File: config.mk
export PLATFORM = sky130hd
export DESIGN_NAME = regfile_wb_arbiter
export DESIGN_NICKNAME = d
export VERILOG_FILES = /design/src/rtl/regfile_pkg.sv /design/src/rtl/rr_arbiter.sv /design/src/rtl/regfile_wb_arbiter.sv
export SDC_FILE = /design/constraint.sdc
export NUM_CORES = 1
export LEC_CHECK = 0
export CORE_MARGIN = 4
export CORE_UTILIZATION = 43
export DETAILED_ROUTE_END_ITERATION = 10
export HOLD_SLACK_MARGIN = 0.03
export PLACE_DENSITY_LB_ADDON = 0.05
export SLEW_MARGIN = 20
export SYNTH_ARGS = -nofsm -noshare
export SYNTH_HDL_FRONTEND = slang
export SYNTH_SLANG_ARGS = --single-unit
File: constraint.sdc
create_clock -name clk -period 4.8 [get_ports clk]
set_clock_uncertainty 0.15 [all_clocks]
set_input_delay 1.44 -clock clk [delete_from_list [all_inputs] [get_ports clk]]
set_output_delay 1.44 -clock clk [all_outputs]
set_load 0.005 [all_outputs]
File: src/rtl/regfile_pkg.sv
// -----------------------------------------------------------------------------
// regfile_pkg
// Shared constants and types for the register file and its writeback
// arbiter.
//   RF_DATA_W / RF_ADDR_W / RF_NREGS : register file geometry
//   WB_NREQ                          : default number of writeback requesters
//   wb_req_e                         : requester index names
//   rr_next()                        : round-robin pointer advance with wrap
// -----------------------------------------------------------------------------
package regfile_pkg;

  localparam int RF_DATA_W = 16;
  localparam int RF_ADDR_W = 3;
  localparam int RF_NREGS  = 8;

  localparam int WB_NREQ   = 3;

  // Width of the per-requester grant counters (optional statistics).
  localparam int WB_STAT_W = 16;

  typedef enum logic [2:0] {
    WB_ALU = 3'd0,
    WB_MEM = 3'd1,
    WB_STK = 3'd2
  } wb_req_e;

  // Pointer value that follows the winner 'idx' in a ring of 'n' entries.
  function automatic int rr_next(input int idx, input int n);
    return (idx >= n - 1) ? 0 : idx + 1;
  endfunction

endpackage

File: src/rtl/rr_arbiter.sv
// -----------------------------------------------------------------------------
// rr_arbiter
// Purely combinational round-robin pick. Scans req starting at ptr and
// wrapping modulo N; the first set bit wins.
// Parameters:
//   N  : number of requesters
//   PW : width of ptr / winner
// Ports:
//   req     in  [N-1:0]  request vector
//   ptr     in  [PW-1:0] highest-priority index this cycle (must be < N)
//   gnt     out [N-1:0]  one-hot grant, zero when no request
//   winner  out [PW-1:0] encoded index of the granted requester (0 if none)
//   any_gnt out          some requester was granted
// -----------------------------------------------------------------------------
module rr_arbiter #(
  parameter int N  = 3,
  parameter int PW = 2
) (
  input  logic [N-1:0]  req,
  input  logic [PW-1:0] ptr,
  output logic [N-1:0]  gnt,
  output logic [PW-1:0] winner,
  output logic          any_gnt
);

  always_comb begin
    int idx;
    idx     = 0;
    gnt     = '0;
    winner  = '0;
    any_gnt = 1'b0;
    for (int k = 0; k < N; k++) begin
      // Position k steps after ptr, folded back into 0..N-1.
      idx = int'(ptr) + k;
      if (idx >= N) idx = idx - N;
      if (!any_gnt && req[idx]) begin
        gnt[idx] = 1'b1;
        winner   = PW'(idx);
        any_gnt  = 1'b1;
      end
    end
  end

endmodule

File: src/rtl/regfile_wb_arbiter.sv
// -----------------------------------------------------------------------------
// regfile_wb_arbiter
// Shares the single register-file write port between NREQ writeback
// requesters with round-robin arbitration and a valid/ready handshake.
// The winning request is registered onto rf_* one cycle after the
// handshake; the register file samples it on the following negedge.
//
// Parameters: NREQ (2..8, 1 allowed as a pass-through), DATA_W, ADDR_W.
// Ports:
//   clk          in   system clock, posedge
//   rst          in   asynchronous active-low reset
//   req_valid    in   [NREQ]          per-requester write request
//   req_addr     in   [NREQ*ADDR_W]   requester i at [i*ADDR_W +: ADDR_W]
//   req_data     in   [NREQ*DATA_W]   requester i at [i*DATA_W +: DATA_W]
//   req_ready    out  [NREQ]          combinational one-hot grant
//   flush        in   drop the pending write, accept nothing this cycle
//   rf_we/rf_waddr/rf_wdata  out      register file write port
//   grant_id     out  [3]             requester whose write is on rf_*
//   busy         out  rf_we asserted
// Optional (macro WB_ARB_STATS_EN):
//   stat_clr     in   synchronous clear of the grant counters
//   stat_grants  out  [NREQ*16]       saturating per-requester grant counts
// -----------------------------------------------------------------------------
module regfile_wb_arbiter
  import regfile_pkg::*;
#(
  parameter int NREQ   = WB_NREQ,
  parameter int DATA_W = RF_DATA_W,
  parameter int ADDR_W = RF_ADDR_W
) (
  input  logic                   clk,
  input  logic                   rst,
  input  logic [NREQ-1:0]        req_valid,
  input  logic [NREQ*ADDR_W-1:0] req_addr,
  input  logic [NREQ*DATA_W-1:0] req_data,
  output logic [NREQ-1:0]        req_ready,
  input  logic                   flush,
  output logic                   rf_we,
  output logic [ADDR_W-1:0]      rf_waddr,
  output logic [DATA_W-1:0]      rf_wdata,
  output logic [2:0]             grant_id,
`ifdef WB_ARB_STATS_EN
  input  logic                   stat_clr,
  output logic [NREQ*WB_STAT_W-1:0] stat_grants,
`endif
  output logic                   busy
);

  localparam int PW = (NREQ > 1) ? $clog2(NREQ) : 1;

  logic [PW-1:0]     ptr_reg;
  logic [PW-1:0]     winner;
  logic [NREQ-1:0]   gnt;
  logic              any_gnt;
  logic              accept;
  logic [ADDR_W-1:0] sel_addr;
  logic [DATA_W-1:0] sel_data;
  logic [PW-1:0]     ptr_next;

  rr_arbiter #(
    .N  (NREQ),
    .PW (PW)
  ) u_rr (
    .req     (req_valid),
    .ptr     (ptr_reg),
    .gnt     (gnt),
    .winner  (winner),
    .any_gnt (any_gnt)
  );

  // Nothing is acknowledged while in reset or during a flush, so a
  // requester never sees a handshake that the write stage will drop.
  assign req_ready = (rst && !flush) ? gnt : '0;
  assign accept    = rst && !flush && any_gnt;

  // One-hot AND-OR select of the winner's address and data.
  always_comb begin
    sel_addr = '0;
    sel_data = '0;
    for (int i = 0; i < NREQ; i++) begin
      if (gnt[i]) begin
        sel_addr = sel_addr | req_addr[i*ADDR_W +: ADDR_W];
        sel_data = sel_data | req_data[i*DATA_W +: DATA_W];
      end
    end
  end

  assign ptr_next = PW'(rr_next(int'(winner), NREQ));

  always_ff @(posedge clk or negedge rst) begin
    if (!rst) begin
      rf_we    <= 1'b0;
      rf_waddr <= '0;
      rf_wdata <= '0;
      grant_id <= 3'd0;
      ptr_reg  <= '0;
    end else if (accept) begin
      rf_we    <= 1'b1;
      rf_waddr <= sel_addr;
      rf_wdata <= sel_data;
      grant_id <= 3'(winner);
      ptr_reg  <= ptr_next;
    end else begin
      // Idle or flushed: retire the write, keep address/data/id/pointer.
      rf_we <= 1'b0;
    end
  end

  assign busy = rf_we;

`ifdef WB_ARB_STATS_EN
  genvar gi;
  generate
    for (gi = 0; gi < NREQ; gi++) begin : g_stat
      logic [WB_STAT_W-1:0] cnt_reg;

      always_ff @(posedge clk or negedge rst) begin
        if (!rst) begin
          cnt_reg <= '0;
        end else if (stat_clr) begin
          cnt_reg <= '0;
        end else if (req_valid[gi] && req_ready[gi] && !(&cnt_reg)) begin
          cnt_reg <= cnt_reg + 1'b1;
        end
      end

      assign stat_grants[gi*WB_STAT_W +: WB_STAT_W] = cnt_reg;
    end
  endgenerate
`endif

endmodule

==> results of run 1 <==
[Yosys cell counts, types with 2 or more instances]
master	count
sky130_fd_sc_hd__a211o_1	2
sky130_fd_sc_hd__o21a_1	3
sky130_fd_sc_hd__nor2b_1	2
sky130_fd_sc_hd__ha_1	4
sky130_fd_sc_hd__buf_6	3
sky130_fd_sc_hd__o21ai_0	2
sky130_fd_sc_hd__and2_1	2
sky130_fd_sc_hd__clkbuf_1	5
sky130_fd_sc_hd__buf_4	3
sky130_fd_sc_hd__o211ai_1	21
sky130_fd_sc_hd__nor3b_1	2
sky130_fd_sc_hd__nor2_1	20
sky130_fd_sc_hd__nand2_1	4
sky130_fd_sc_hd__nand3b_1	3
sky130_fd_sc_hd__o31ai_1	2
sky130_fd_sc_hd__buf_2	11
sky130_fd_sc_hd__inv_1	3
sky130_fd_sc_hd__mux2_2	2
sky130_fd_sc_hd__o22ai_1	2
sky130_fd_sc_hd__a31oi_1	20
sky130_fd_sc_hd__dfrtp_1	24
sky130_fd_sc_hd__nor3_1	2
sky130_fd_sc_hd__a32oi_1	19
[layout by cell type, fill, tap and decap left out, types with 2 or more instances in the layout]
master                             n
sky130_fd_sc_hd__nand3b_1          3
sky130_fd_sc_hd__o211ai_1         21
sky130_fd_sc_hd__o22ai_1           2
sky130_fd_sc_hd__clkbuf_8          3
sky130_fd_sc_hd__and2_1            2
sky130_fd_sc_hd__nor3b_1           2
sky130_fd_sc_hd__nor3_1            2
sky130_fd_sc_hd__dlygate4sd2_1     3
sky130_fd_sc_hd__dfrtp_1          24
sky130_fd_sc_hd__mux2_2            2
sky130_fd_sc_hd__o21ai_0           2
sky130_fd_sc_hd__mux2i_4           2
sky130_fd_sc_hd__nor2_1           20
sky130_fd_sc_hd__buf_4            16
sky130_fd_sc_hd__nand2_1           4
sky130_fd_sc_hd__a211o_1           2
sky130_fd_sc_hd__o31ai_1           2
sky130_fd_sc_hd__nor2b_1           2
sky130_fd_sc_hd__o21a_1            3
sky130_fd_sc_hd__a31oi_1          20
sky130_fd_sc_hd__clkdlybuf4s50_1  85
sky130_fd_sc_hd__a32oi_1          19
sky130_fd_sc_hd__ha_1              4
sky130_fd_sc_hd__inv_1             3
[logic make-up (layout without fill, tap and decap cells)]
kind of cell | after synthesis | count (layout) | synth area share (%)
AO/OA/AOI/OAI | 79 | 79 | 36.3
multiplexers | 5 | 5 | 4.04
adder cells (fa/ha/maj) | 4 | 4 | 2.94
flip-flops | 24 | 24 | 35.2
other | 1 | 1 | 0.220
AND/OR/NAND/NOR | 42 | 42 | 12.7
buffers and inverters | 26 | 111 | 8.59
[power breakdown]
| group | switching (µW) | internal [µW] |
|---|---|---|
| combinational | 596 | 560 |
| clock | 69.3 | 112 |
| sequential | 51.6 | 306 |
| total | 717 | 977 |
[stage by stage]
stage,util (%),area (µm²)
6_report,72.6,2720
5_1_grt,72.6,2720
4_1_cts,72.6,2720
3_5_place_dp,70.6,2640
3_3_place_gp,70.6,2640
2_1_floorplan,-,1700
[worst max-delay path, delay by kind of cell]
family          cells  cell delay, ns
simple gates        2            0.23
buf+inv             3            1.00
compound gates      2            0.40
[cell type report]
cell class / count / area, µm² / area share [%]
tap: 48 / 60.1 / 2.21
timing repair buffer: 104 / 997 / 36.7
clock buffer: 3 / 41.3 / 1.52
multi-input combinational: 131 / 978 / 36.0
inverter: 3 / 11.3 / 0.414
clock inverter: 1 / 30.0 / 1.10
sequential: 24 / 601 / 22.1
[metal layers]
metal | up-vias | track usage, % | part of all wire [%]
met2 | 72 | 37.5 | 51
met4 | 0 | 5.85 | 1.7
li1 | 886 | - | -
met1 | 876 | 27.5 | 41
met3 | 11 | 4.69 | 7.0
met5 | - | 0 | 0
[worst paths after layout]
kind	from	end	slack, ns	depth (start not counted)
min in group asynchronous	rst	rf_wdata[5]	1.46	2
max in group asynchronous	rst	rf_wdata[7]	2.80	2
max	req_valid[2]	req_ready[0]	0.14	7
min	grant_id[1]	grant_id[1]	0.35	1
min reg2reg	grant_id[1]	grant_id[1]	0.35	1
max reg2reg	ptr_reg[1]	grant_id[1]	2.06	8
==> impl_table.tex, run 1 <==
\begin{tabular}{lr}
\hline
Metric & Value \\
\hline
\multicolumn{2}{l}{\textbf{Layout}} \\
\quad Register name with the most flops & rf\_wdata \\
\quad Net count, final & roughly 330 \\
\quad Non-filler instance count after layout & about 310 \\
\quad Fillcell total & 321 \\
\quad Synthesis-to-finish area growth & 59.5\% \\
\quad Share of post-route cells with drive strength above 1 & a little over a tenth \\
\quad Flip-flop count of the largest register after layout & 16 \\
\quad ANT cells & 0 \\
\quad Biggest regs & rf\_wdata: 16 flops, rf\_waddr: 3 flops \\
\multicolumn{2}{l}{\textbf{CTS}} \\
\quad TritonCTS clock tree & done \\
\quad H-tree levels & 1 \\
\quad Hold buffers post-CTS & 0 \\
\quad Clock root cell & sky130\_fd\_sc\_hd\_\_clkbuf\_8 \\
\quad Total setup buffers inserted after CTS & 0 \\
\quad Num Clock Sinks & 24 \\
\quad Clock latency reported for the late side of the worst-skew pair & 0.27 ns \\
\quad Buffer levels on the longest clock path & 2 \\
\quad Clock-pin slew on the worst setup and hold paths & 0.08 ns \\
\quad Number of buffers created by CTS & 3 \\
\quad Number of gates given a new drive strength after cts & 4 \\
\multicolumn{2}{l}{\textbf{Die}} \\
\quad IO Count & 90 \\
\quad FP Rows & 22 \\
\quad Core Footprint & 0.00374 mm² \\
\quad Horizontal extent of the die & $\sim$71 µm \\
\quad Effective utilization at floorplan & around 46\% \\
\quad Total die area & around 0.0050 mm² \\
\quad Die H & between 70 and 80 µm \\
\multicolumn{2}{l}{\textbf{Placed design}} \\
\quad Worst slack at placement & -0.105 ns \\
\quad Detailed-placement wirelength estimate & 3.90 mm \\
\quad Final RePlAce weighted congestion & slightly below 0.9 \\
\quad Count of input and output buffers & 88 \\
\quad Placed cell count & 310 \\
\multicolumn{2}{l}{\textbf{Pwr}} \\
\quad Lkg Pwr & a little over 0.001 µW \\
\quad Power per unit of standard cell area & a little over 600 mW/mm² \\
\quad Final total power & 1690 µW \\
\quad Peak supply drop & approximately 0.4 mV \\
\multicolumn{2}{l}{\textbf{Critical path}} \\
\quad Largest driver fanout on the critical path & 6 \\
\quad Critical Path RT & roughly 3.2 ns \\
\quad Startpoint Class & primary input \\
\quad Category of the critical setup timing path & in -> out \\
\quad Cell Chain, Critical Path & dlygate4sd2\_1, buf\_4, nand2\_1, nor3\_1, o221a\_2, o211a\_1, clkdlybuf4s50\_1 \\
\quad CP peak stage delay & around 0.52 ns \\
\quad Max stage delay cell, worst path & sky130\_fd\_sc\_hd\_\_clkdlybuf4s50\_1 \\
\quad Crit. End Element & output port \\
\quad Worst EP arrival & between 3 and 4 ns \\
\multicolumn{2}{l}{\textbf{Drt}} \\
\quad Initial detailed-routing violation count & around 120 \\
\quad Post-route ant nets & 0 \\
\quad Wire length after detailed routing & roughly 5.5 mm \\
\quad Total number of vias & 1,845 \\
\quad Total iterations of the first detailed-routing run & 4 \\
\quad Count of unresolved DRC violations after routing & 0 \\
\quad Ratio of routed vias to standard cells & $\sim$5.9 \\
\quad Mean routed wirelength per cell & around 17 µm \\
\multicolumn{2}{l}{\textbf{Yosys}} \\
\quad Cells taking the most area after synthesis & sky130\_fd\_sc\_hd\_\_dfrtp\_1 (35\%), sky130\_fd\_sc\_hd\_\_a32oi\_1 (9.8\%), sky130\_fd\_sc\_hd\_\_o211ai\_1 (9.3\%) \\
\quad Flip-flop and latch count after synthesis & 24 \\
\quad Fraction of post-synthesis cell area in the top cell type by area & 35.2\% \\
\quad Dominant register cell in the synthesized netlist & sky130\_fd\_sc\_hd\_\_dfrtp\_1 \\
\quad Synthesized netlist net count & about 250 \\
\quad Post-synth cell types & 43 \\
\quad Fraction of registers with async set/reset & 100\% \\
\quad Number of enable flip-flop cells after synthesis & 0 \\
\quad Post-synthesis sequential area ratio & between 30\% and 40\% \\
\quad Synth area leader & sky130\_fd\_sc\_hd\_\_dfrtp\_1 \\
\quad Count of synthesis-stage warnings from yosys & 0 \\
\quad Post-synthesis average cell area & about 9.4 µm² \\
\quad Post-synthesis cell count & about 180 \\
\quad Cell Area, Synth & between 0.0015 and 0.002 mm² \\
\multicolumn{2}{l}{\textbf{GRT}} \\
\quad Global Route Usage Sum & a little over a fifth \\
\quad Pin count of the biggest net entering global routing & 45 \\
\quad Via count of the first global-routing pass & between 1,500 and 2,000 \\
\quad Wire length of the first global-routing pass & roughly 9 mm \\
\quad Antenna violations before repair & 0 \\
\quad Global route total overflow & 0 \\
\multicolumn{2}{l}{\textbf{STA}} \\
\quad Max-slew violation count & 0 \\
\quad Sum of negative setup slack & 0 ns \\
\quad Achievable frequency & 214 MHz \\
\quad Transition time of the tightest slew-check pin & about 0.9 ns \\
\quad Final critical-path required period & $\sim$4.7 ns \\
\quad Endpoints failing hold & 0 \\
\quad Post-route worst hold slack & around 0.35 ns \\
\quad Final cycle utilization of the critical path & a little over nine tenths \\
\quad Setup repair after global routing missed its margin & no \\
\quad Setup ws final & approximately 0.14 ns \\
\quad Final Setup Violations & 0 \\
\quad Worst max-slew margin expressed relative to the limit & around 40\% \\
\multicolumn{2}{l}{\textbf{Worst hold path}} \\
\quad Worst min path class & reg -> reg \\
\multicolumn{2}{l}{\textbf{Run status}} \\
\quad Outcome & complete, no violations \\
\multicolumn{2}{l}{\textbf{Run}} \\
\quad \# Max-Cap Violations & 0 \\
\hline
\end{tabular}
(Power assumes the default switching activity.)
==> inputs of run 2 (changes only) <==
--- a/config.mk
+++ b/config.mk
@@ -6,7 +6,8 @@
 export NUM_CORES = 1
 export LEC_CHECK = 0
 export CORE_MARGIN = 4
-export CORE_UTILIZATION = 43
+export CORE_UTILIZATION = 44
+export CTS_BUF_LIST = sky130_fd_sc_hd__clkbuf_8
 export DETAILED_ROUTE_END_ITERATION = 10
 export HOLD_SLACK_MARGIN = 0.03
 export PLACE_DENSITY_LB_ADDON = 0.05
==> run 2 against run 1 <==
  * Clock power hardly changed
  * First-iteration DRC count is 22% higher
  * Worst setup slack worse by 0.019 ns
  * Final area stayed put
  * Register-to-register slack worse by 0.19 ns
  * Critical path depth stayed put
  * Sequential cell count stayed put
  * Combinational power hardly changed
  * Clock-buffer cell count stayed put
  * Critical endpoint unchanged
==> impl_table.tex, run 2 (same netlist as run 1, synthesis figures left out) <==
\begin{tabular}{lr}
\hline
Metric & Value \\
\hline
\multicolumn{2}{l}{\textbf{Run status}} \\
\quad Outcome & complete, no violations \\
\multicolumn{2}{l}{\textbf{Pwr}} \\
\quad Comb power frac & 68.3\% (about the same) \\
\quad Sequential share of power & 21.1\% (about the same) \\
\quad Lkg Pwr & 0.00102 µW (about the same) \\
\quad Switching part of the total & 43.0\% (+0.67 points) \\
\quad Power per unit of standard cell area & 630 mW/mm² (+1.0\%) \\
\quad Power dissipated by switching net loads & 736 µW (+2.6\%) \\
\quad Clock network fraction of total power & 10.7\% (about the same) \\
\quad Peak supply drop & 0.419 mV (+4.7\%) \\
\quad Internal Power & 976 µW (-0.15\%) \\
\multicolumn{2}{l}{\textbf{GRT}} \\
\quad Via count of the first global-routing pass & 1,842 (-0.65\%) \\
\quad Pin count of the biggest net entering global routing & 45 (unchanged) \\
\quad Global route total overflow & 0 (unchanged) \\
\quad Antenna violations before repair & 0 (unchanged) \\
\quad Wire length of the first global-routing pass & 9.21 mm (+4.4\%) \\
\quad Global Route Usage Sum & 22.9\% (+1.2 points) \\
\multicolumn{2}{l}{\textbf{Die}} \\
\quad Core Footprint & 0.00369 mm² (-1.5\%) \\
\quad Die H & 70.2 µm (-1.0\%) \\
\quad IO Count & 90 (unchanged) \\
\quad Effective utilization at floorplan & 46.2\% (+0.68 points) \\
\quad FP Rows & 22 (unchanged) \\
\quad Horizontal extent of the die & 70.2 µm (-1.0\%) \\
\quad Total die area & 0.00493 mm² (-2.0\%) \\
\multicolumn{2}{l}{\textbf{STA}} \\
\quad Setup repair after global routing missed its margin & no \\
\quad Endpoints failing hold & 0 (unchanged) \\
\quad Max-slew violation count & 0 (unchanged) \\
\quad Worst max-slew margin expressed relative to the limit & 37.8\% (-1.9 points) \\
\quad Setup ws final & 0.119 ns (-0.0188 ns) \\
\quad Final Setup Violations & 0 (unchanged) \\
\quad Achievable frequency & 214 MHz (-0.40\%) \\
\quad Final cycle utilization of the critical path & 97.5\% (+0.39 points) \\
\quad Final critical-path required period & 4.68 ns (+0.0188 ns) \\
\quad Transition time of the tightest slew-check pin & 0.932 ns (+0.0282 ns) \\
\multicolumn{2}{l}{\textbf{Drt}} \\
\quad Wire length after detailed routing & 5.53 mm (+0.89\%) \\
\quad Post-route ant nets & 0 (unchanged) \\
\quad Ratio of routed vias to standard cells & 5.84 (-0.54\%) \\
\quad Total iterations of the first detailed-routing run & 4 (unchanged) \\
\quad Mean routed wirelength per cell & 17.6 µm (+0.89\%) \\
\quad Total number of vias & 1,835 (-0.54\%) \\
\quad Count of unresolved DRC violations after routing & 0 (unchanged) \\
\quad Initial detailed-routing violation count & 141 (+22\%) \\
\multicolumn{2}{l}{\textbf{Layout}} \\
\quad ANT cells & 0 (unchanged) \\
\quad Flip-flop count of the largest register after layout & 16 (unchanged) \\
\quad Sequential Area & 601 µm² (unchanged) \\
\quad Synthesis-to-finish area growth & 59.5\% (unchanged) \\
\quad Net count, final & 334 (unchanged) \\
\quad Post-Route Utilization & 73.7\% (+1.1 points) \\
\quad Multi-input gate area in the final layout & 978 µm² (unchanged) \\
\quad Register name with the most flops & rf\_wdata \\
\quad Fillcell total & 297 (-7.5\%) \\
\quad Commonest non-fill, non-tap cell in the layout & sky130\_fd\_sc\_hd\_\_clkdlybuf4s50\_1 \\
\quad Biggest regs & rf\_wdata: 16 flops, rf\_waddr: 3 flops \\
\quad Share of post-route cells with drive strength above 1 & 10.9\% (unchanged) \\
\quad Most frequent cells in the layout & sky130\_fd\_sc\_hd\_\_clkdlybuf4s50\_1 (85), sky130\_fd\_sc\_hd\_\_dfrtp\_1 (24), sky130\_fd\_sc\_hd\_\_o211ai\_1 (21) \\
\multicolumn{2}{l}{\textbf{Placed design}} \\
\quad Final RePlAce weighted congestion & 0.889 (+0.94\%) \\
\quad Detailed-placement wirelength estimate & 3.84 mm (-1.5\%) \\
\quad Worst slack at placement & -0.126 ns (-0.0210 ns) \\
\quad Count of input and output buffers & 88 (unchanged) \\
\multicolumn{2}{l}{\textbf{Critical path}} \\
\quad Count of cells along the worst register-to-register path & 8 (unchanged) \\
\quad Setup slack, reg-to-reg & 1.87 ns (-0.19 ns) \\
\quad Cell Chain, Critical Path & dlygate4sd2\_1, buf\_4, nand2\_1, nor3\_1, o221a\_2, o211a\_1, clkdlybuf4s50\_1 \\
\quad Critical Path RT & 3.21 ns (about the same) \\
\quad Crit. End Element & output port \\
\quad Category of the critical setup timing path & in -> out \\
\quad Reg-to-reg startpoint & ptr\_reg[1] \\
\quad Worst EP arrival & 3.09 ns (+0.02 ns) \\
\quad End point of the critical path & req\_ready[0] \\
\quad Startpoint Class & primary input \\
\quad Largest driver fanout on the critical path & 4 (-2) \\
\quad CP peak stage delay & 0.51 ns (about the same) \\
\quad Capture point of the worst reg-to-reg path & grant\_id[1] \\
\quad Max stage delay cell, worst path & sky130\_fd\_sc\_hd\_\_clkdlybuf4s50\_1 \\
\quad Worst setup path start & req\_valid[2] \\
\multicolumn{2}{l}{\textbf{CTS}} \\
\quad Number of buffers created by CTS & 3 (unchanged) \\
\quad Buffer levels on the longest clock path & 2 (unchanged) \\
\quad Num Clock Sinks & 24 (unchanged) \\
\quad Clock latency reported for the late side of the worst-skew pair & 0.27 ns (about the same) \\
\quad H-tree levels & 1 (unchanged) \\
\quad TritonCTS clock tree & done \\
\quad Number of gates given a new drive strength after cts & 5 (+1) \\
\quad Clock-pin slew on the worst setup and hold paths & 0.09 ns (about the same) \\
\quad Total setup buffers inserted after CTS & 0 (unchanged) \\
\quad Hold buffers post-CTS & 0 (unchanged) \\
\quad Clock root cell & sky130\_fd\_sc\_hd\_\_clkbuf\_8 \\
\multicolumn{2}{l}{\textbf{Worst hold path}} \\
\quad Worst min path class & reg -> reg \\
\multicolumn{2}{l}{\textbf{Run}} \\
\quad \# Max-Cap Violations & 0 (unchanged) \\
\hline
\end{tabular}
==> run 2: critical path: cells and delay by family <==
| kind | cells | cell delay, ns |
|---|---|---|
| AND/OR/NAND/NOR | 2 | 0.23 |
| AO/OA/AOI/OAI | 2 | 0.41 |
| buffers and inverters | 3 | 1.00 |
==> run 2: how the worst min path moves through the flow <==
stage	from	to	slack (ns)	depth (start not counted)
2_1_floorplan	grant_id[1]	grant_id[1]	0.34	1
6_report	grant_id[1]	grant_id[1]	0.37	1
5_1_grt	grant_id[0]	grant_id[0]	0.41	1
3_5_place_dp	grant_id[1]	grant_id[1]	0.34	1
3_3_place_gp	grant_id[0]	grant_id[0]	0.34	1
4_1_cts	grant_id[0]	grant_id[0]	0.37	1
==> run 2: final cells by class <==
cell class	count	area share (%)
multi-input combinational	131	36.0
timing repair buffer	104	36.7
inverter	3	0.414
sequential	24	22.1
clock inverter	1	1.10
tap	48	2.21
clock buffer	3	1.52
==> run 2: per-layer routing <==
metal	part of all wire (%)	wire, µm	vias to the layer above	track usage [%]
li1	-	-	883	-
met1	42	2340	868	29.1
met2	49	2720	80	39.3
met3	8.0	445	4	6.19
met4	0.51	28	0	3.83
met5	0	0	-	0
==> run 2: metrics by stage <==
| stage | area, µm² | power, µW | setup TNS, ns | instances | hold WS (ns) |
|---|---|---|---|---|---|
| 6_report | 2720 | 1710 | 0 | 314 | 0.372 |
| 5_1_grt | 2720 | 1840 | 0 | 314 | 0.411 |
| 4_1_cts | 2720 | 1710 | 0 | 314 | 0.374 |
| 3_5_place_dp | 2640 | 1510 | -0.241 | 310 | 0.341 |
| 3_3_place_gp | 2640 | 1500 | -0.221 | 310 | 0.341 |
| 2_1_floorplan | 1700 | 1090 | 0 | 181 | 0.338 |
==> run 2: power groups by stage <==
stage / Sequential, µW / Clock (µW) / Combinational [µW]
after global routing: 374 / 193 / 1280
after detailed placement: 362 / 0 / 1150
final: 360 / 183 / 1170
after floorplan: 370 / 0 / 723
after CTS: 360 / 185 / 1170
after global placement: 358 / 0 / 1140
==> inputs of run 3 (changes only) <==
--- a/config.mk
+++ b/config.mk
@@ -11,7 +11,7 @@
 export DETAILED_ROUTE_END_ITERATION = 10
 export HOLD_SLACK_MARGIN = 0.03
 export PLACE_DENSITY_LB_ADDON = 0.05
-export SLEW_MARGIN = 20
+export SLEW_MARGIN = 30
 export SYNTH_ARGS = -nofsm -noshare
 export SYNTH_HDL_FRONTEND = slang
 export SYNTH_SLANG_ARGS = --single-unit
==> run 3 against run 2 <==
  * Die area is the same
  * Sequential power is essentially flat
  * Critical path depth shrank 1
  * Combinational power is essentially flat
  * Clock-buffer cell count is the same
  * Sequential cell count is the same
  * Non-clock buffer count grew 1
  * Via count grew 0.33%
  * Final area grew 1.0%
  * Worst setup slack gained 0.020 ns
  * Routed wire length grew 0.11%
==> impl_table.tex, run 3 (same netlist as run 1, synthesis figures left out) <==
\begin{tabular}{lr}
\hline
Metric & Value \\
\hline
\multicolumn{2}{l}{\textbf{Run status}} \\
\quad Outcome & complete, no violations \\
\multicolumn{2}{l}{\textbf{Placed design}} \\
\quad Final RePlAce weighted congestion & 0.889 (unchanged) \\
\quad Detailed-placement wirelength estimate & 3.84 mm (unchanged) \\
\quad Cell area reported after detailed placement & 0.00264 mm² (unchanged) \\
\quad Worst slack at placement & -0.126 ns (unchanged) \\
\quad Placed cell count & 310 (unchanged) \\
\quad Count of input and output buffers & 88 (unchanged) \\
\multicolumn{2}{l}{\textbf{GRT}} \\
\quad Antenna violations before repair & 0 (unchanged) \\
\quad Global Route Usage Sum & 22.9\% (unchanged) \\
\quad Via count of the first global-routing pass & 1,842 (unchanged) \\
\quad Global route total overflow & 0 (unchanged) \\
\quad Wire length of the first global-routing pass & 9.21 mm (unchanged) \\
\quad Pin count of the biggest net entering global routing & 45 (unchanged) \\
\multicolumn{2}{l}{\textbf{Pwr}} \\
\quad Peak supply drop & 0.421 mV (+0.48\%) \\
\quad Comb power frac & 68.7\% (+0.4 points) \\
\quad Internal Power & 991 µW (+1.5\%) \\
\quad Lkg Pwr & 0.00103 µW (+1.2\%) \\
\quad Power per unit of standard cell area & 630 mW/mm² (about the same) \\
\quad Final total power & 1730 µW (+1.0\%) \\
\quad Sequential share of power & 20.8\% (-0.3 points) \\
\quad Switching part of the total & 42.7\% (-0.29 points) \\
\quad Power dissipated by switching net loads & 738 µW (+0.32\%) \\
\quad Clock network fraction of total power & 10.5\% (-0.2 points) \\
\multicolumn{2}{l}{\textbf{Worst hold path}} \\
\quad Worst min path class & reg -> reg \\
\multicolumn{2}{l}{\textbf{Run}} \\
\quad \# Max-Cap Violations & 0 (unchanged) \\
\multicolumn{2}{l}{\textbf{Critical path}} \\
\quad Worst EP arrival & 3.07 ns (-0.02 ns) \\
\quad Startpoint Class & primary input \\
\quad Setup slack, reg-to-reg & 2.10 ns (+0.23 ns) \\
\quad Critical path buffer and inverter count & 2 (-1) \\
\quad End point of the critical path & req\_ready[1] \\
\quad Max stage delay cell, worst path & sky130\_fd\_sc\_hd\_\_clkdlybuf4s50\_1 \\
\quad Worst setup path start & req\_valid[0] \\
\quad Number of cells on the critical path & 6 (-1) \\
\quad Critical Path RT & 3.21 ns (about the same) \\
\quad CP peak stage delay & 0.46 ns (-0.05 ns) \\
\quad Count of cells along the worst register-to-register path & 8 (unchanged) \\
\quad Category of the critical setup timing path & in -> out \\
\quad Cell Chain, Critical Path & dlygate4sd2\_1, mux2i\_4, o21a\_1, a211o\_1, and3\_1, clkdlybuf4s50\_1 \\
\quad Crit. End Element & output port \\
\quad Reg-to-reg startpoint & ptr\_reg[0] \\
\quad Largest driver fanout on the critical path & 5 (+1) \\
\quad Crit path max-delay family & buffers and inverters \\
\quad Capture point of the worst reg-to-reg path & rf\_wdata[14] \\
\multicolumn{2}{l}{\textbf{STA}} \\
\quad Max-slew violation count & 0 (unchanged) \\
\quad Final cycle utilization of the critical path & 97.1\% (-0.43 points) \\
\quad Endpoints failing hold & 0 (unchanged) \\
\quad Setup ws final & 0.139 ns (+0.0205 ns) \\
\quad Final Setup Violations & 0 (unchanged) \\
\quad Achievable frequency & 215 MHz (+0.44\%) \\
\quad Post-route worst hold slack & 0.370 ns (-0.00203 ns) \\
\quad Transition time of the tightest slew-check pin & 0.511 ns (-0.421 ns) \\
\quad Setup repair after global routing missed its margin & no \\
\quad Worst max-slew margin expressed relative to the limit & 65.9\% (+28 points) \\
\quad Final critical-path required period & 4.66 ns (-0.0205 ns) \\
\multicolumn{2}{l}{\textbf{Die}} \\
\quad IO Count & 90 (unchanged) \\
\quad Die H & 70.2 µm (unchanged) \\
\quad Total die area & 0.00493 mm² (unchanged) \\
\quad Core Footprint & 0.00369 mm² (unchanged) \\
\quad Effective utilization at floorplan & 46.2\% (unchanged) \\
\quad FP Rows & 22 (unchanged) \\
\quad Horizontal extent of the die & 70.2 µm (unchanged) \\
\multicolumn{2}{l}{\textbf{Drt}} \\
\quad Ratio of routed vias to standard cells & 5.84 (about the same) \\
\quad Wire length on met2 & 2.76 mm (+1.5\%) \\
\quad Length of routed met3 wiring & 420 µm (-5.6\%) \\
\quad Post-route ant nets & 0 (unchanged) \\
\quad Wire length after detailed routing & 5.54 mm (+0.11\%) \\
\quad Total iterations of the first detailed-routing run & 4 (unchanged) \\
\quad Mean routed wirelength per cell & 17.6 µm (-0.21\%) \\
\quad Total number of vias & 1,841 (+0.33\%) \\
\quad Uppermost layer routed & met4 \\
\quad Count of unresolved DRC violations after routing & 0 (unchanged) \\
\quad Initial detailed-routing violation count & 125 (-11\%) \\
\quad Routed met1 length & 2.33 mm (-0.43\%) \\
\multicolumn{2}{l}{\textbf{CTS}} \\
\quad Total setup buffers inserted after CTS & 0 (unchanged) \\
\quad Clock-pin slew on the worst setup and hold paths & 0.09 ns (about the same) \\
\quad Num Clock Sinks & 24 (unchanged) \\
\quad TritonCTS clock tree & done \\
\quad Number of buffers created by CTS & 3 (unchanged) \\
\quad Buffer levels on the longest clock path & 2 (unchanged) \\
\quad Clock latency reported for the late side of the worst-skew pair & 0.27 ns (about the same) \\
\quad H-tree levels & 1 (unchanged) \\
\quad Clock root cell & sky130\_fd\_sc\_hd\_\_clkbuf\_8 \\
\quad Hold buffers post-CTS & 0 (unchanged) \\
\multicolumn{2}{l}{\textbf{Layout}} \\
\quad Finished Cell Area & 0.00275 mm² (+1.0\%) \\
\quad Commonest non-fill, non-tap cell in the layout & sky130\_fd\_sc\_hd\_\_clkdlybuf4s50\_1 \\
\quad Fillcell total & 291 (-2.0\%) \\
\quad Multi-input gate area in the final layout & 978 µm² (unchanged) \\
\quad Non-filler instance count after layout & 315 (+0.32\%) \\
\quad Share of post-route cells with drive strength above 1 & 11.2\% (+0.33 points) \\
\quad Sequential Area & 601 µm² (unchanged) \\
\quad Register name with the most flops & rf\_wdata \\
\quad Most frequent cells in the layout & sky130\_fd\_sc\_hd\_\_clkdlybuf4s50\_1 (85), sky130\_fd\_sc\_hd\_\_dfrtp\_1 (24), sky130\_fd\_sc\_hd\_\_o211ai\_1 (21) \\
\quad Flip-flop count of the largest register after layout & 16 (unchanged) \\
\quad Synthesis-to-finish area growth & 61.2\% \\
\quad ANT cells & 0 (unchanged) \\
\quad Net count, final & 335 (+0.30\%) \\
\quad Biggest regs & rf\_wdata: 16 flops, rf\_waddr: 3 flops \\
\hline
\end{tabular}
-- run 3: cell count changes in the layout (fill, tap and decap cells not counted) --
cell / previous run / this run
sky130_fd_sc_hd__buf_16: 0 / 1
-- run 3: timing repair --
action                                  in CTS  in global routing
endpoints found under the hold margin        0                  0
gates resized for setup                      5                  0
endpoints found under the setup margin       3                  0
-- run 3: power by group through the flow --
stage | Clock [µW] | Combinational, µW | Sequential (µW)
after floorplan | 0 | 723 | 370
after global placement | 0 | 1140 | 358
after detailed placement | 0 | 1150 | 362
after CTS | 185 | 1170 | 360
after global routing | 193 | 1300 | 374
final | 182 | 1190 | 359
-- run 3: area by class of cell --
class	count	share of cell area, %
multi-input combinational	131	35.6
inverter	3	0.410
sequential	24	21.9
tap	48	2.19
clock buffer	3	1.50
clock inverter	1	1.09
timing repair buffer	105	37.3
-- run 3: metal layers --
layer	vias to the layer above	GRT usage [%]
li1	886	-
met1	880	29.1
met2	71	39.3
met3	4	6.19
met4	0	3.83
met5	-	0
-- run 3: metrics by stage --
stage,setup TNS (ns),utilization [%]
2_1_floorplan,0,-
3_3_place_gp,-0.221,71.6
3_5_place_dp,-0.241,71.6
4_1_cts,0,73.7
5_1_grt,0,74.5
6_report,0,74.5
-- run 3: worst min-delay path by stage --
stage                           start     endpoint  slack [ns]  cells after the start
after CTS                 grant_id[0]  grant_id[0]        0.37                      1
after floorplan           grant_id[1]  grant_id[1]        0.34                      1
after global routing      grant_id[0]  grant_id[0]        0.41                      1
after detailed placement  grant_id[1]  grant_id[1]        0.34                      1
final                     grant_id[0]  grant_id[0]        0.37                      1
after global placement    grant_id[0]  grant_id[0]        0.34                      1
==> edit (flow settings as in run 1) <==
Add a define of `WB_ARB_STATS_EN`.
--- a/src/rtl/regfile_wb_arbiter.sv
+++ b/src/rtl/regfile_wb_arbiter.sv
@@ -22,4 +22,6 @@
 //   stat_grants  out  [NREQ*16]       saturating per-requester grant counts
 // -----------------------------------------------------------------------------
+`define WB_ARB_STATS_EN
+
 module regfile_wb_arbiter
   import regfile_pkg::*;
Ports: changed (added stat_clr and stat_grants); port bits go from 90 to 139. The function was not compared with the original's and may differ.
==> edit against run 1 <==
  * Critical path type unchanged
  * Setup slack got worse by 0.043 ns
  * Power increased by 49%
  * Synthesized cell count increased to 2.6 times the old value
  * Sequential cell count increased by 48
  * Final cell count increased by 140%
  * Highest routed layer unchanged
  * Synthesized area increased by 150%
  * Design area increased by 120%
  * Non-clock buffer count increased by 60
  * Worst hold slack got worse by 0.021 ns
  * Wire length increased by 110%
==> edit: results (changes against run 1) <==
Global route:
- The global-route met3 utilization is 5.24% (was 4.69%).
- The first-pass GRT wire length came to 19100 microns (was 8830 microns).
- The number of antenna violations at the first check in global routing is 1 (was 0).
- The met1 routing resource usage after global routing is 25.9% (was 27.5%).
- The all-layer global routing usage came to 20.4% (was 21.7%).
- The pin count of the biggest net entering global routing is 73 (was 45).

Run status:
- Status: completed (unchanged).

Placement:
- The final estimated routing congestion in global placement is 0.822 (was 0.880).
- The HPWL reported at the end of detailed placement is 8370 microns (was 3900 microns).

Route:
- The wire length reported by the detailed router was 11700 microns (was 5490 microns).
- The number of DRC markers in iteration 0 is 235 (was 116).
- The mean number of vias per cell came to 5.49 (was 5.88).
- The average wire per standard cell is 15.6 microns (was 17.5 microns).

Synthesis:
- The number of unique standard cell types used by synthesis came to 56 (was 43).
- Top cells by count, synth: 72 x sky130_fd_sc_hd__dfrtp_1, 57 x sky130_fd_sc_hd__nor2_1, 45 x sky130_fd_sc_hd__nand2_1, 41 x sky130_fd_sc_hd__a21oi_1, 25 x sky130_fd_sc_hd__nand3_1 (was 24 x sky130_fd_sc_hd__dfrtp_1, 21 x sky130_fd_sc_hd__o211ai_1, 20 x sky130_fd_sc_hd__a31oi_1, 20 x sky130_fd_sc_hd__nor2_1, 19 x sky130_fd_sc_hd__a32oi_1).
- The synthesized instance count is 471 (was 181).

Power:
- The leakage power is 2.49 nW (was 1.02 nW).
- The worst ir drop on vdd is 0.000203 V (was 0.000400 V).

Cells and area:
- The number of filler cells placed in the layout was 848 (was 321).
- The number of flip-flops under the largest register name is 48 (was 16).

Setup path:
- The arrival time of data at the critical path endpoint was 3.12 ns (was 3.07 ns).
- The largest fanout on the critical path is 4 (was 6).
- The highest cell delay on the worst timing path came to 0.32 ns (was 0.52 ns).
- The cell count of the worst reg-to-reg path is 9 (was 8).
- The launch point of the worst reg-to-reg path is ptr_reg[0] (was ptr_reg[1]).

Worst hold path:
- The hold path startpoint is grant_id[0] (was grant_id[1]).
==> edit: power breakdown <==
group	total (mW)	switching [mW]	leakage, nW	internal (mW)
Sequential	0.765	0.0567	0.949	0.708
Clock	0.586	0.240	0.119	0.346
Combinational	1.17	0.630	1.43	0.540
Total	2.52	0.927	2.49	1.59
==> edit: how the worst max path moves through the flow <==
stage / start / end / cells past startpoint
after floorplan: req_valid[2] / req_ready[0] / 7
after global placement: req_valid[2] / req_ready[0] / 7
after detailed placement: req_valid[2] / req_ready[0] / 7
after CTS: req_valid[1] / req_ready[0] / 8
after global routing: req_valid[1] / req_ready[0] / 8
final: req_valid[1] / req_ready[0] / 8
==> edit: cell families after synthesis <==
kind of cell	share of synthesized area (%)
mux	3.64
compound gates	16.4
fa+ha+maj	2.09
xor+xnor	4.59
flops	42.9
simple gates	26.1
other cells	0.0894
buf+inv	4.11
==> edit: metrics by stage <==
step	total power, mW	hold WS (ns)	TNS, ns	worst slack (ns)	area, sq um
after floorplan	1.44	0.323	0	0.433	4200
after global placement	1.92	0.314	-0.572	-0.242	5770
after detailed placement	1.94	0.319	-0.646	-0.253	5770
after CTS	2.55	0.336	0	0.128	6030
after global routing	2.69	0.356	0	0.0467	6030
final	2.52	0.330	0	0.0944	6040
==> edit: final cells by class <==
cell class,instances,area [sq um],share of cell area [%]
timing repair buffer,164,1560,25.8
antenna,1,2.50,0.0415
sequential,72,1800,29.8
inverter,6,22.5,0.373
tap,129,161,2.67
multi-input combinational,360,2250,37.2
clock inverter,7,120,1.99
clock buffer,9,124,2.05
==> edit: what timing repair did <==
item,4_1_cts,5_1_grt
setup endpoints to repair,3,0
setup buffers,1,0
gates resized for setup,8,0
